<file path="config.mk">
export PLATFORM = sky130hd
export DESIGN_NAME = ami_w_arb
export DESIGN_NICKNAME = d
export VERILOG_FILES = /design/src/rtl/ami_pkg.sv /design/src/rtl/ami_sfifo.sv /design/src/rtl/ami_w_arb.sv
export SDC_FILE = /design/constraint.sdc
export NUM_CORES = 1
export LEC_CHECK = 0
export BUFFER_PORTS_ARGS = -buffer_cell sky130_fd_sc_hd__buf_2
export CAP_MARGIN = 20
export CORE_AREA = 3 3 401 403
export CTS_CLUSTER_SIZE = 40
export DETAILED_ROUTE_END_ITERATION = 10
export DIE_AREA = 0 0 404 406
export SKIP_CTS_REPAIR_TIMING = 1
export SYNTH_ARGS = -nofsm -noshare
export SYNTH_HDL_FRONTEND = slang
export SYNTH_SLANG_ARGS = --single-unit
</file>
<file path="constraint.sdc">
create_clock -name ACLK -period 5.1 [get_ports ACLK]
set_input_delay 0 -clock ACLK [delete_from_list [all_inputs] [get_ports ACLK]]
set_output_delay 0 -clock ACLK [all_outputs]
set_load 0.005 [all_outputs]
</file>
<file path="src/rtl/ami_pkg.sv">
// Shared AXI encodings and arbiter state type for the ami_* write-path blocks.
package ami_pkg;

  localparam logic [1:0] BURST_FIXED = 2'b00;
  localparam logic [1:0] BURST_INCR  = 2'b01;
  localparam logic [1:0] BURST_WRAP  = 2'b10;

  localparam logic [1:0] RESP_OKAY   = 2'b00;
  localparam logic [1:0] RESP_EXOKAY = 2'b01;
  localparam logic [1:0] RESP_SLVERR = 2'b10;
  localparam logic [1:0] RESP_DECERR = 2'b11;

  typedef enum logic {
    IDLE = 1'b0,
    BUSY = 1'b1
  } aw_state_e;

endpackage

</file>
<file path="src/rtl/ami_sfifo.sv">
// Single-clock FIFO with registered pointers; push and pop may occur together.
module ami_sfifo #(
  parameter int DW    = 2,
  parameter int DEPTH = 4
) (
  input  logic          ACLK,
  input  logic          ARESETn,
  input  logic          push_i,
  input  logic [DW-1:0] wdata_i,
  input  logic          pop_i,
  output logic [DW-1:0] rdata_o,
  output logic          full_o,
  output logic          empty_o
);

  localparam int AW = $clog2(DEPTH);

  logic [DW-1:0] mem_q [DEPTH];
  logic [AW:0]   wptr_q, wptr_d;
  logic [AW:0]   rptr_q, rptr_d;
  logic          do_push, do_pop;

  // Extra pointer MSB distinguishes full from empty when the indices match.
  assign empty_o = (wptr_q == rptr_q);
  assign full_o  = (wptr_q[AW] != rptr_q[AW]) && (wptr_q[AW-1:0] == rptr_q[AW-1:0]);
  assign do_push = push_i & ~full_o;
  assign do_pop  = pop_i & ~empty_o;
  assign rdata_o = mem_q[rptr_q[AW-1:0]];

  always_comb begin
    wptr_d = wptr_q;
    rptr_d = rptr_q;
    if (do_push) wptr_d = wptr_q + 1'b1;
    if (do_pop)  rptr_d = rptr_q + 1'b1;
  end

  always_ff @(posedge ACLK or negedge ARESETn) begin
    if (!ARESETn) begin
      wptr_q <= '0;
      rptr_q <= '0;
    end else begin
      wptr_q <= wptr_d;
      rptr_q <= rptr_d;
    end
  end

  always_ff @(posedge ACLK) begin
    if (do_push) mem_q[wptr_q[AW-1:0]] <= wdata_i;
  end

endmodule

</file>
<file path="src/rtl/ami_w_arb.sv">
// Shares one AXI write master (AW/W/B) between NREQ requesters: round-robin AW,
// W steered in AW-grant order, global outstanding limit, B routed by top ID bits.
module ami_w_arb
  import ami_pkg::*;
#(
  parameter int NREQ    = 4,
  parameter int AXI_DW  = 128,
  parameter int AXI_AW  = 32,
  parameter int AXI_IW  = 8,
  parameter int AXI_LW  = 8,
  parameter int AXI_SW  = 3,
  parameter int ORD_D   = 4,
  parameter int OST_MAX = 8,
  localparam int REQ_W      = $clog2(NREQ),
  localparam int AXI_WSTRBW = AXI_DW / 8
) (
  input  logic                       ACLK,
  input  logic                       ARESETn,
  input  logic [NREQ*AXI_IW-1:0]     s_awid,
  input  logic [NREQ*AXI_AW-1:0]     s_awaddr,
  input  logic [NREQ*AXI_LW-1:0]     s_awlen,
  input  logic [NREQ*AXI_SW-1:0]     s_awsize,
  input  logic [NREQ*2-1:0]          s_awburst,
  input  logic [NREQ-1:0]            s_awvalid,
  output logic [NREQ-1:0]            s_awready,
  input  logic [NREQ*AXI_DW-1:0]     s_wdata,
  input  logic [NREQ*AXI_WSTRBW-1:0] s_wstrb,
  input  logic [NREQ-1:0]            s_wlast,
  input  logic [NREQ-1:0]            s_wvalid,
  output logic [NREQ-1:0]            s_wready,
  output logic [AXI_IW-1:0]          s_bid,
  output logic [1:0]                 s_bresp,
  output logic [NREQ-1:0]            s_bvalid,
  input  logic [NREQ-1:0]            s_bready,
  output logic [AXI_IW-1:0]          m_awid,
  output logic [AXI_AW-1:0]          m_awaddr,
  output logic [AXI_LW-1:0]          m_awlen,
  output logic [AXI_SW-1:0]          m_awsize,
  output logic [1:0]                 m_awburst,
  output logic                       m_awvalid,
  input  logic                       m_awready,
  output logic [AXI_DW-1:0]          m_wdata,
  output logic [AXI_WSTRBW-1:0]      m_wstrb,
  output logic                       m_wlast,
  output logic                       m_wvalid,
  input  logic                       m_wready,
  input  logic [AXI_IW-1:0]          m_bid,
  input  logic [1:0]                 m_bresp,
  input  logic                       m_bvalid,
  output logic                       m_bready,
  output logic                       err_bid
);

  localparam int                OST_W    = $clog2(OST_MAX + 1);
  localparam logic [OST_W-1:0]  OST_LIM  = OST_W'(OST_MAX);
  localparam logic [REQ_W-1:0]  LAST_REQ = REQ_W'(NREQ - 1);
  localparam logic [REQ_W:0]    NREQ_EXT = (REQ_W + 1)'(NREQ);

  aw_state_e         state_q, state_d;
  logic [REQ_W-1:0]  grant_q, grant_d;
  logic [REQ_W-1:0]  rr_ptr_q, rr_ptr_d;
  logic [OST_W-1:0]  ost_cnt_q, ost_cnt_d;
  logic              err_bid_q, err_bid_d;

  logic              ord_push, ord_pop, ord_full, ord_empty;
  logic [REQ_W-1:0]  w_sel;
  logic [REQ_W-1:0]  b_idx;
  logic              b_idx_ok;
  logic              b_hs;
  logic              awid_unused;

  // First requesting index at or above ptr, wrapping past NREQ-1.
  function automatic logic [REQ_W-1:0] rr_pick(input logic [NREQ-1:0]  req,
                                               input logic [REQ_W-1:0] ptr);
    logic [REQ_W-1:0] pick;
    logic             found;
    int               idx;
    pick  = '0;
    found = 1'b0;
    for (int i = 0; i < NREQ; i++) begin
      idx = (int'(ptr) + i) % NREQ;
      if (!found && req[idx]) begin
        pick  = REQ_W'(idx);
        found = 1'b1;
      end
    end
    return pick;
  endfunction

  always_comb begin
    state_d   = state_q;
    grant_d   = grant_q;
    rr_ptr_d  = rr_ptr_q;
    m_awvalid = 1'b0;
    s_awready = '0;
    ord_push  = 1'b0;
    case (state_q)
      IDLE: begin
        if (|s_awvalid && !ord_full && (ost_cnt_q < OST_LIM)) begin
          grant_d = rr_pick(s_awvalid, rr_ptr_q);
          state_d = BUSY;
        end
      end
      BUSY: begin
        m_awvalid          = 1'b1;
        s_awready[grant_q] = m_awready;
        if (m_awready) begin
          ord_push = 1'b1;
          rr_ptr_d = (grant_q == LAST_REQ) ? '0 : grant_q + 1'b1;
          state_d  = IDLE;
        end
      end
      default: state_d = IDLE;
    endcase
  end

  // The requester index replaces the top ID bits so B can find its way back.
  assign m_awid      = {grant_q, s_awid[grant_q*AXI_IW +: (AXI_IW - REQ_W)]};
  assign m_awaddr    = s_awaddr[grant_q*AXI_AW +: AXI_AW];
  assign m_awlen     = s_awlen[grant_q*AXI_LW +: AXI_LW];
  assign m_awsize    = s_awsize[grant_q*AXI_SW +: AXI_SW];
  assign m_awburst   = s_awburst[grant_q*2 +: 2];
  assign awid_unused = ^s_awid;

  ami_sfifo #(
    .DW    (REQ_W),
    .DEPTH (ORD_D)
  ) u_ord_fifo (
    .ACLK    (ACLK),
    .ARESETn (ARESETn),
    .push_i  (ord_push),
    .wdata_i (grant_q),
    .pop_i   (ord_pop),
    .rdata_o (w_sel),
    .full_o  (ord_full),
    .empty_o (ord_empty)
  );

  assign m_wvalid = ~ord_empty & s_wvalid[w_sel];
  assign m_wdata  = s_wdata[w_sel*AXI_DW +: AXI_DW];
  assign m_wstrb  = s_wstrb[w_sel*AXI_WSTRBW +: AXI_WSTRBW];
  assign m_wlast  = s_wlast[w_sel];
  assign ord_pop  = m_wvalid & m_wready & m_wlast;

  always_comb begin
    s_wready        = '0;
    s_wready[w_sel] = m_wready & ~ord_empty;
  end

  assign b_idx    = m_bid[AXI_IW-1 -: REQ_W];
  assign b_idx_ok = ({1'b0, b_idx} < NREQ_EXT);
  assign s_bid    = {{REQ_W{1'b0}}, m_bid[AXI_IW-REQ_W-1:0]};
  assign s_bresp  = m_bresp;
  assign b_hs     = m_bvalid & m_bready;
  assign err_bid  = err_bid_q;

  // Responses carrying an index with no requester are swallowed and flagged.
  always_comb begin
    s_bvalid  = '0;
    m_bready  = 1'b1;
    err_bid_d = err_bid_q | (m_bvalid & ~b_idx_ok);
    if (b_idx_ok) begin
      s_bvalid[b_idx] = m_bvalid;
      m_bready        = s_bready[b_idx];
    end
  end

  always_comb begin
    ost_cnt_d = ost_cnt_q;
    case ({ord_push, b_hs})
      2'b10:   ost_cnt_d = ost_cnt_q + 1'b1;
      2'b01:   ost_cnt_d = ost_cnt_q - 1'b1;
      default: ost_cnt_d = ost_cnt_q;
    endcase
  end

  always_ff @(posedge ACLK or negedge ARESETn) begin
    if (!ARESETn) begin
      state_q   <= IDLE;
      grant_q   <= '0;
      rr_ptr_q  <= '0;
      ost_cnt_q <= '0;
      err_bid_q <= 1'b0;
    end else begin
      state_q   <= state_d;
      grant_q   <= grant_d;
      rr_ptr_q  <= rr_ptr_d;
      ost_cnt_q <= ost_cnt_d;
      err_bid_q <= err_bid_d;
    end
  end

endmodule

</file>
==> metrics.md, run 1 <==
| Metric | Value |
|---|---|
| Syn_area_per_cell | `16.1 µm²` |
| Async SR Flop Fraction | `65.2%` |
| Routability congestion estimate | `around 1.1` |
| First-pass GRT wire length | `130 mm` |
| Vias | `10600` |
| Worst setup EP type | `output port` |
| Via density | `3.01` |
| Layout cell share with drive strength beyond 1 | `91.4%` |
| Post-synth EDFFs | `8` |
| Worst hold path type | `input pin to output port` |
| Multi-input gate area | `5180 µm²` |
| VDD IR max | `0.000227 V` |
| Gr usage total | `12.9%` |
| Critical Path RT | `between 5 and 6 ns` |
| Setup Skew | `around 0.0038 ns` |
| Final wirelength | `about 110 mm` |
| Starting Density | `3.90%` |
| Pleak | `6.03 nW` |
| Initial antenna violation count | `237` |
| Max Cap Viol | `0` |
| Top cells by area, synth | `mux4_2 (74%), dfrtp_1 (6.1%), edfxtp_1 (3.9%)` |
| Latest clock arrival within the worst-skew pair | `about 0.25 ns` |
| Worst Hold Depth | `0` |
| DR pass1 iterations | `5` |
| Final min period | `3.27 ns` |
| Nets | `2193` |
| CTS H-tree lvls | `1` |
| Final period util | `64.1%` |
| Die Height | `406 µm` |
| Area Growth Syn to Fin | `128%` |
| Sequential cell area | `621 µm²` |
| TritonCTS buffer count | `3` |
| Sequential area share after synthesis | `10.0%` |
| Final setup TNS | `0 ns` |
| R2R depth | `4` |
| Worst-path fanout max | `64` |
| Remaining global-route overflow | `0` |
| CTS max path bufs | `2` |
| Routed wire per std cell | `roughly 32 µm` |
| RR Endpoint | `u_ord_fifo.rptr_q[1]` |
| Fillers | `roughly 19000` |
| Worst Hold Endpoint | `s_bresp[0]` |
| Outcome | `finished clean` |
| Slew @ Worst Pin | `1.01 ns` |
| Detail Route Antenna Nets | `0` |
| Setup crit start kind | `flop` |
| Reg clk slew, reported paths | `0.06 ns` |
| Flop pwr share | `6.5%` |
| Synthesized cell area | `6150 µm²` |
| Ys flop type | `dfrtp_1` |
| Largest net degree at the start of global routing | `65` |
| Yosys top cell by area | `mux4_2` |
| Final setup fails | `0` |
| Yosys warnings | `0` |
| Fin Hold WS | `~0.0000066 ns` |
| Sink Count | `23` |
| Synth top area share | `73.6%` |
| Cell variety after synth | `34` |
| Setup Crit Path Kind | `flop to output port` |
| DRC | `0` |
| Ports | `around 1000` |
| DIE AREA | `164000 µm²` |
| Switch share | `between 50% and 60%` |
| P_int | `between 0.003 and 0.004 W` |
| CTS tree | `done` |
| IO buf count | `about 1000` |
| Arr. time, crit path | `3.27 ns` |
| Row cnt | `about 150` |
| Core area | `between 150000 and 200000 µm²` |
| Final core utilization | `8.88%` |
| Flops & latches, synth | `23` |
| Part of the power in combinational logic | `91.0%` |
| Slew HR | `33.0%` |
| Gate Count Post-Synth | `381` |
| Maximum clock frequency | `0.306 GHz` |
| Switching pwr | `0.00354 W` |
| Iter 0 DRT Violations | `915` |
| Root Driver | `clkbuf_16` |
| Clk pwr share | `under 10%` |
| DP Wirelength | `around 110 mm` |
| Reg-to-reg slack, setup | `around 2.2 ns` |
| DIE WIDTH | `approximately 400 µm` |
| Worst r2r src | `u_ord_fifo.rptr_q[0]` |
| Most frequent cells in the layout | `buf_2 (1015), mux4_2 (199), buf_4 (14)` |
| Vias in the first global route | `9571` |
| Most common cell after layout, fill and taps aside | `buf_2` |
| Max-slew violation count | `0` |
| Hold_sp | `m_bresp[0]` |
| RSZ-0062 raised after global routing | `no` |
| PD cells | `477 nW/µm²` |
| Hold Fails Final Rpt | `0` |
| Crit path from | `u_ord_fifo.rptr_q[0]` |
-- power by group through the flow --
stage                     logic (W)  registers, W  clock network (W)
after CTS                   0.00621      0.000439           0.000177
after global placement      0.00614      0.000437                  0
after floorplan             0.00311      0.000335                  0
after global routing        0.00649      0.000459           0.000184
after detailed placement    0.00619      0.000441                  0
final                       0.00609      0.000432           0.000171
-- cell type report --
cell class | count | area share (%)
well taps | 2072 | 18.5
repair buffers | 1032 | 37.3
diodes | 106 | 1.89
clock inverters | 1 | 0.0357
clock buffers | 3 | 0.536
flip-flops and latches | 23 | 4.43
multi-input cells | 290 | 37.0
inverters | 11 | 0.295
-- synth_stat cells, drive strengths merged (2+ instances only) --
cell    instances
xor2            7
o21ai           6
nor3            5
and2            5
ha             12
mux2            5
buf            46
a21oi           5
nand2          12
mux2i           2
dfrtp          15
clkbuf         13
and3            5
xnor2           5
o31ai           2
inv            11
edfxtp          8
nor2            6
mux4          201
-- registers in the layout (all words and copies together) (netlist names) --
signal	flops
u_ord_fifo.mem_q	8
ost_cnt_q	4
u_ord_fifo.rptr_q	3
u_ord_fifo.wptr_q	3
grant_q	2
state_q	1
rr_ptr_q	2
-- metrics by stage --
step	cell area (µm²)	cells	worst slack, ns	total power (W)
floorplan	6160	383	2.99	0.00345
global placement	13700	3427	2.04	0.00658
detailed placement	13700	3427	2.01	0.00663
CTS	13700	3431	1.73	0.00682
global route	13900	3502	1.63	0.00713
finish	14000	3538	1.83	0.00669
-- critical path, cell delays in order (launching register included) --
cell and delay [ns]:
dfrtp_1 0.49, mux4_4 0.95, buf_12 0.49, mux4_2 0.70
buf_2 0.21
-- kinds of logic after synthesis --
group	synth area share, %
AOI/OAI and AO/OA	1.55
xor gates and xnor gates	1.71
adders and majority gates	2.77
buffers and inverters	5.90
DFF	10.0
muxes	74.9
other	0.0610
and+or+nand+nor	3.15
-- worst max-delay path by stage --
stage | depth (start not counted) | slack (ns) | end
6_report | 4 | 1.83 | m_wdata[104]
5_1_grt | 4 | 1.63 | m_wdata[31]
4_1_cts | 4 | 1.73 | m_wdata[31]
3_5_place_dp | 4 | 2.01 | m_wdata[31]
3_3_place_gp | 4 | 2.04 | m_wdata[31]
2_1_floorplan | 6 | 2.99 | u_ord_fifo.rptr_q[1]
-- layer usage --
layer / vias to the layer above / GRT usage, % / part of all wire [%]
met2: 1174 / 23.4 / 52
met1: 5155 / 12.2 / 30
met3: 432 / 5.82 / 12
met4: 56 / 6.52 / 5.4
li1: 3816 / - / -
met5: - / 0 / 0.31
Power figures use the tool's default switching activity.
==> run 2, diff against run 1 <==
--- a/config.mk
+++ b/config.mk
@@ -5,12 +5,13 @@
 export SDC_FILE = /design/constraint.sdc
 export NUM_CORES = 1
 export LEC_CHECK = 0
+export ABC_AREA = 1
 export BUFFER_PORTS_ARGS = -buffer_cell sky130_fd_sc_hd__buf_2
 export CAP_MARGIN = 20
-export CORE_AREA = 3 3 401 403
+export CORE_AREA = 3 3 410 412
 export CTS_CLUSTER_SIZE = 40
 export DETAILED_ROUTE_END_ITERATION = 10
-export DIE_AREA = 0 0 404 406
+export DIE_AREA = 0 0 413 415
 export SKIP_CTS_REPAIR_TIMING = 1
 export SYNTH_ARGS = -nofsm -noshare
 export SYNTH_HDL_FRONTEND = slang
==> constraint.sdc (replaced) <==
create_clock -name ACLK -period 3.2 [get_ports ACLK]
set_input_delay 0 -clock ACLK [delete_from_list [all_inputs] [get_ports ACLK]]
set_output_delay 0 -clock ACLK [all_outputs]
set_load 0.005 [all_outputs]
==> run 2 against run 1 <==
Effect of this change:
- worst setup slack got worse by 1.4 ns
- flip-flop and latch count unchanged
- non-clock buffer count increased by 28
- routed wire length decreased by 9.5%
- global-route usage decreased by 1.7 points
- synthesized cell count increased to 3.3 times the previous value
- register-to-register slack got worse by 1.0 ns
==> metrics.md, run 2 <==
| Metric | Value |
|---|---|
| Fillers | `19800 (+6.8%)` |
| Slew HR | `50.5% (+17 points)` |
| Gate Count Post-Synth | `1255 (+230%)` |
| Syn_area_per_cell | `5.27 µm² (-67%)` |
| Root Driver | `clkbuf_16` |
| Ports | `1043 (unchanged)` |
| Synthesized cell area | `6610 µm² (+7.5%)` |
| Vias in the first global route | `12900 (+34%)` |
| Row cnt | `149 (+2.1%)` |
| Post-route setup slack | `0.423 ns (-1.41 ns)` |
| IO buf count | `1015 (unchanged)` |
| Remaining global-route overflow | `0 (unchanged)` |
| Worst-path fanout max | `38 (-41%)` |
| Setup Crit Path Kind | `flop to output port` |
| DP Worst Slack | `0.742 ns (-1.27 ns)` |
| Iter 0 DRT Violations | `1001 (+9.4%)` |
| Post-placement cell area | `14200 µm² (+4.2%)` |
| Top Metal Used | `met5` |
| Final setup TNS | `0 ns (unchanged)` |
| Outcome | `finished clean` |
| Yosys top cell by area | `nand2_1` |
| Final period util | `approximately 87%` |
| Fin area | `14400 µm² (+2.8%)` |
| Routed wire per std cell | `23.1 µm (-28%)` |
| Worst hold path type | `input pin to output port` |
| Ys flop type | `dfrtp_1` |
| CP max stage delay | `0.55 ns (-0.40 ns)` |
| Nets | `3048 (+39%)` |
| Detail Route Antenna Nets | `0 (unchanged)` |
| Routed wl met3 | `14.2 mm (+1.5%)` |
| Max-slew violation count | `0 (unchanged)` |
| TritonCTS buffer count | `3 (unchanged)` |
| DP Wirelength | `94.5 mm (-12%)` |
| Largest net degree at the start of global routing | `53 (-18%)` |
| CTS H-tree lvls | `1 (unchanged)` |
| Slew @ Worst Pin | `0.735 ns (-0.270 ns)` |
| Most common cell after layout, fill and taps aside | `buf_2` |
| Area Growth Syn to Fin | `118%` |
| CTS max path bufs | `2 (unchanged)` |
| VDD IR max | `0.000543 V (+140%)` |
| Async SR Flop Fraction | `65.2% (unchanged)` |
| Vias | `13600 (+28%)` |
| Critical Path RT | `3.20 ns (-1.90 ns)` |
| PD cells | `879 nW/µm² (+84%)` |
| Final setup fails | `0 (unchanged)` |
| Sink Count | `23 (unchanged)` |
| Setup crit start kind | `flop` |
| Fin Hold WS | `0.00000665 ns (+0.00000000572 ns)` |
| Final min period | `2.78 ns` |
| Pleak | `6.89 nW (+14%)` |
| Slowest cell on the critical path | `dfrtp_1` |
| Reg-to-reg slack, setup | `1.16 ns (-1.01 ns)` |
| Worst setup EP type | `output port` |
| Flops & latches, synth | `23 (unchanged)` |
| Die Height | `415 µm (+2.2%)` |
| Top cells by area, synth | `nand2_1 (30%), nand4_1 (8.4%), o21ai_0 (8.3%)` |
| Final wirelength | `103 mm (-9.5%)` |
| Reg clk slew, reported paths | `0.06 ns (about the same)` |
| Initial antenna violation count | `121 (-49%)` |
| Core area | `165000 µm² (+4.4%)` |
| Hold Fails Final Rpt | `0 (unchanged)` |
| Largest register FFs | `8 (unchanged)` |
| Critical Path, Cell by Cell | `inv_4, nand2_1, nand3_2, nand2_4, nor2_8, buf_12, buf_4, a22oi_1, nand3_1, buf_2` |
| Final core utilization | `8.74% (-0.14 points)` |
| Routability congestion estimate | `1.03 (-2.4%)` |
| Most frequent cells in the layout | `buf_2 (1015), nand2_1 (526), nor2_1 (117)` |
| First-pass GRT wire length | `126 mm (-3.0%)` |
| Post-synth EDFFs | `8 (unchanged)` |
| Yosys warnings | `0 (unchanged)` |
| Met2 WL | `47.8 mm (-19%)` |
| Metal1 wirelength | `36.7 mm (+9.1%)` |
| Maximum clock frequency | `~0.36 GHz` |
| Most common cell in the netlist | `nand2_1` |
| Cell variety after synth | `38 (+12%)` |
| Arr. time, crit path | `2.78 ns (-0.49 ns)` |
| DRC | `0 (unchanged)` |
| Starting Density | `4.01% (+0.12 points)` |
| DIE WIDTH | `413 µm (+2.2%)` |
| Latest clock arrival within the worst-skew pair | `0.26 ns (about the same)` |
| Layout cell share with drive strength beyond 1 | `48.9% (-42 points)` |
| RSZ-0062 raised after global routing | `no` |
| Via density | `3.07 (+2.2%)` |
| CTS tree | `done` |
| Gr usage total | `11.2% (-1.7 points)` |
| DIE AREA | `171000 µm² (+4.5%)` |
| Synth top area share | `29.9% (-44 points)` |
| Top cells by count, synth | `nand2_1 (526), nor2_1 (117), o21ai_0 (110)` |
| Max Cap Viol | `0 (unchanged)` |
| DR pass1 iterations | `5 (unchanged)` |
| Sequential area share after synthesis | `9.31% (-0.70 points)` |
| Setup Skew | `0.00226 ns (-0.00156 ns)` |
[run 2: cell count changes after synthesis, sizes merged, moves of 58 or more]
| cell | before | now |
|---|---|---|
| nand4 | 0 | 89 |
| nand3 | 0 | 79 |
| a22oi | 0 | 58 |
| o21ai | 6 | 110 |
| mux4 | 201 | 0 |
| nor2 | 6 | 119 |
| nand2 | 12 | 535 |
[run 2: final timing paths]
path | start | endpoint | depth (start not counted)
worst max-delay path | u_ord_fifo.rptr_q[0] | m_wdata[15] | 10
worst min-delay path | m_bid[3] | s_bid[3] | 0
worst max register to register | grant_q[0] | rr_ptr_q[1] | 5
worst min register to register | u_ord_fifo.wptr_q[2] | u_ord_fifo.wptr_q[2] | 1
max in group asynchronous | ARESETn | grant_q[0] | 2
min in group asynchronous | ARESETn | state_q | 2
[run 2: area by class of cell]
class / instances / area [µm²] / share of cell area [%]
clock inverter: 1 / 7.51 / 0.0521
multi-input combinational: 1085 / 5180 / 35.9
antenna: 29 / 72.6 / 0.504
tap: 2189 / 2740 / 19.0
inverter: 43 / 180 / 1.25
sequential: 23 / 621 / 4.31
timing repair buffer: 1060 / 5540 / 38.4
clock buffer: 3 / 75.1 / 0.521
[run 2: logic make-up after synthesis]
family                     share of synthesized area [%]
and+or+nand+nor                                     53.5
AOI/OAI and AO/OA                                   20.6
buffers and inverters                               12.5
DFF                                                 9.31
adders and majority gates                           2.57
xor gates and xnor gates                            1.46
other                                             0.0567
[run 2: metal layers]
| layer | vias to the layer above | GRT usage, % |
|---|---|---|
| met5 | - | 0 |
| met4 | 22 | 2.71 |
| met3 | 218 | 5.92 |
| met2 | 932 | 18.9 |
| met1 | 6240 | 12.1 |
| li1 | 6206 | - |
[run 2: metrics by stage]
stage	std cells	total power [W]
after floorplan	1257	0.00587
after global placement	4398	0.0127
after detailed placement	4398	0.0126
after CTS	4402	0.0129
after global routing	4422	0.0140
final	4433	0.0127
[run 2: where the power goes]
group	internal, W	switching, W
Sequential	0.000432	0.000186
Combinational	0.00389	0.00787
Clock	0.000170	0.000115
[run 2: worst max-delay path, delay by kind of cell, from the launching register on]
kind                   cells  cell delay, ns
AND/OR/NAND/NOR            5            0.60
flip-flops                 1            0.55
AO/OA/AOI/OAI              1            0.53
buffers and inverters      4            0.71
==> run 3, diff against run 2 <==
--- a/config.mk
+++ b/config.mk
@@ -8,10 +8,11 @@
 export ABC_AREA = 1
 export BUFFER_PORTS_ARGS = -buffer_cell sky130_fd_sc_hd__buf_2
 export CAP_MARGIN = 20
-export CORE_AREA = 3 3 410 412
+export CORE_AREA = 3 3 409 411
 export CTS_CLUSTER_SIZE = 40
 export DETAILED_ROUTE_END_ITERATION = 10
-export DIE_AREA = 0 0 413 415
+export DIE_AREA = 0 0 412 414
+export PLACE_DENSITY = 0.3
 export SKIP_CTS_REPAIR_TIMING = 1
 export SYNTH_ARGS = -nofsm -noshare
 export SYNTH_HDL_FRONTEND = slang
==> constraint.sdc (replaced) <==
create_clock -name ACLK -period 3.5 [get_ports ACLK]
set_input_delay 0 -clock ACLK [delete_from_list [all_inputs] [get_ports ACLK]]
set_output_delay 0 -clock ACLK [all_outputs]
set_load 0.005 [all_outputs]
==> run 3 against run 2 <==
Effect of this change:
- critical path depth is 1 lower
- clock-buffer cell count unchanged
- clock power down 9.1%
- global-route usage is 1.2 points lower
- worst setup slack improved by 0.30 ns
- combinational power down 14%
- power shrank 13%
- hold slack hardly changed
- via count down 3.8%
- routed wire length is 11% lower
- clock skew is 0.0088 ns higher
- sequential share of layout area about the same
- critical endpoint is now m_wdata[10]
- highest routed layer unchanged
==> metrics.md, run 3 (synthesis results as in run 2) <==
| Metric | Value |
|---|---|
| Slew @ Worst Pin | `0.811 ns (+0.0766 ns)` |
| Maximum clock frequency | `0.361 GHz` |
| Iter 0 DRT Violations | `754 (-25%)` |
| TritonCTS buffer count | `3 (unchanged)` |
| First-pass GRT wire length | `116 mm (-7.8%)` |
| CTS H-tree lvls | `1 (unchanged)` |
| DP Worst Slack | `0.933 ns (+0.191 ns)` |
| Starting Density | `4.02% (+0.0091 points)` |
| Setup crit start kind | `flop` |
| Vias in the first global route | `13200 (+2.4%)` |
| Area Growth Syn to Fin | `117%` |
| Reg-to-reg slack, setup | `1.67 ns (+0.51 ns)` |
| Reg clk slew, reported paths | `0.06 ns (about the same)` |
| VDD IR max | `0.000332 V (-39%)` |
| Final core utilization | `8.72% (-0.026 points)` |
| CTS max path bufs | `2 (unchanged)` |
| Critical Path, Cell by Cell | `nand2_1, nand3_4, nand2_4, nor2_8, buf_12, buf_4, nand2_1, nand4_1, buf_2` |
| Final min period | `2.77 ns` |
| Routed wire per std cell | `20.7 µm (-10%)` |
| DR pass1 iterations | `5 (unchanged)` |
| Setup Skew | `0.0110 ns (+0.00876 ns)` |
| Root Driver | `clkbuf_16` |
| DIE AREA | `171000 µm² (-0.48%)` |
| Max Cap Viol | `0 (unchanged)` |
| Most common cell after layout, fill and taps aside | `buf_2` |
| Latest clock arrival within the worst-skew pair | `0.26 ns (about the same)` |
| PD cells | `768 nW/µm² (-13%)` |
| Via density | `2.97 (-3.3%)` |
| Die Height | `414 µm (-0.24%)` |
| DP Wirelength | `82.7 mm (-12%)` |
| Most frequent cells in the layout | `buf_2 (1015), nand2_1 (526), nor2_1 (117)` |
| Largest register FFs | `8 (unchanged)` |
| Final setup fails | `0 (unchanged)` |
| Core area | `164000 µm² (-0.23%)` |
| Sink Count | `23 (unchanged)` |
| Initial antenna violation count | `65 (-46%)` |
| Gr usage total | `9.94% (-1.2 points)` |
| Max-slew violation count | `0 (unchanged)` |
| Routability congestion estimate | `0.894 (-13%)` |
| Largest net degree at the start of global routing | `74 (+40%)` |
| Vias | `13100 (-3.8%)` |
| Row cnt | `149 (unchanged)` |
| Crit path top cell by count | `nand2_1` |
| Worst-path fanout max | `31 (-18%)` |
| IO buf count | `1015 (unchanged)` |
| Slew HR | `45.9% (-4.6 points)` |
| RSZ-0062 raised after global routing | `no` |
| Hold Fails Final Rpt | `0 (unchanged)` |
| Worst setup EP type | `output port` |
| Arr. time, crit path | `2.77 ns (about the same)` |
| Worst hold path type | `input pin to output port` |
| Critical Path RT | `3.50 ns (+0.30 ns)` |
| Slowest cell on the critical path | `nor2_8` |
| Layout cell share with drive strength beyond 1 | `48.8% (-0.16 points)` |
| Pleak | `6.87 nW (-0.29%)` |
| Final wirelength | `91.5 mm (-11%)` |
| Final setup TNS | `0 ns (unchanged)` |
| Outcome | `finished clean` |
| CTS tree | `done` |
| Ports | `1043 (unchanged)` |
| Final period util | `79.2%` |
| Detail Route Antenna Nets | `0 (unchanged)` |
| DRC | `0 (unchanged)` |
| Post-route setup slack | `0.726 ns (+0.304 ns)` |
| CP max stage delay | `0.60 ns (+0.05 ns)` |
| DIE WIDTH | `412 µm (-0.24%)` |
| Remaining global-route overflow | `0 (unchanged)` |
| Nets | `3043 (-0.16%)` |
| Setup Crit Path Kind | `flop to output port` |
run 3: cell types whose count changed in the layout (fill, tap and decap cells not counted), sizes merged:
cell      before   now
clkinv         1     0
diode         29    15
buf         1058  1053
inv           42    44
clkinvlp       1     0
run 3: through the flow:
stage / cells / hold WS, ns / power, W / cell area [µm²]
2_1_floorplan: 1257 / -0.296 / 0.00536 / 6620
3_3_place_gp: 4393 / -0.0411 / 0.0112 / 14200
3_5_place_dp: 4393 / -0.0419 / 0.0112 / 14200
4_1_cts: 4397 / -0.331 / 0.0114 / 14300
5_1_grt: 4408 / 0.0000221 / 0.0122 / 14300
6_report: 4414 / 0.00000961 / 0.0110 / 14300
run 3: worst max-delay path: cells and delay by family, from the launching register on:
kind / cells / cell delay (ns)
buffers and inverters: 3 / 0.64
and+or+nand+nor: 6 / 1.22
DFF: 1 / 0.55
run 3: final timing paths:
kind	to	cells past startpoint	startpoint
worst max-delay path	m_wdata[10]	9	u_ord_fifo.rptr_q[0]
worst min-delay path	s_bresp[1]	0	m_bresp[1]
worst max register to register	ost_cnt_q[3]	10	state_q
worst min register to register	u_ord_fifo.wptr_q[2]	1	u_ord_fifo.wptr_q[2]
max in group asynchronous	grant_q[0]	2	ARESETn
min in group asynchronous	rr_ptr_q[1]	2	ARESETn
run 3: report_power, final:
group | internal [W] | switching (W) | total (W)
sequential | 0.000395 | 0.000158 | 0.000553
clock | 0.000156 | 0.000103 | 0.000259
combinational | 0.00353 | 0.00667 | 0.0102
run 3: area by class of cell:
cell class	instances	area [µm²]
fillers	19800	150000
well taps	2189	2740
clock inverters	1	6.26
inverters	43	179
repair buffers	1055	5500
diodes	15	37.5
multi-input cells	1085	5180
clock buffers	3	75.1
flip-flops and latches	23	621
run 3: routing by layer:
| metal | wire [µm] | GRT usage (%) | share of wire [%] |
|---|---|---|---|
| met1 | 34700 | 11.3 | 38 |
| met2 | 42900 | 16.9 | 47 |
| met3 | 11100 | 4.27 | 12 |
| met4 | 2550 | 2.58 | 2.8 |
| met5 | 198 | 0 | 0.22 |
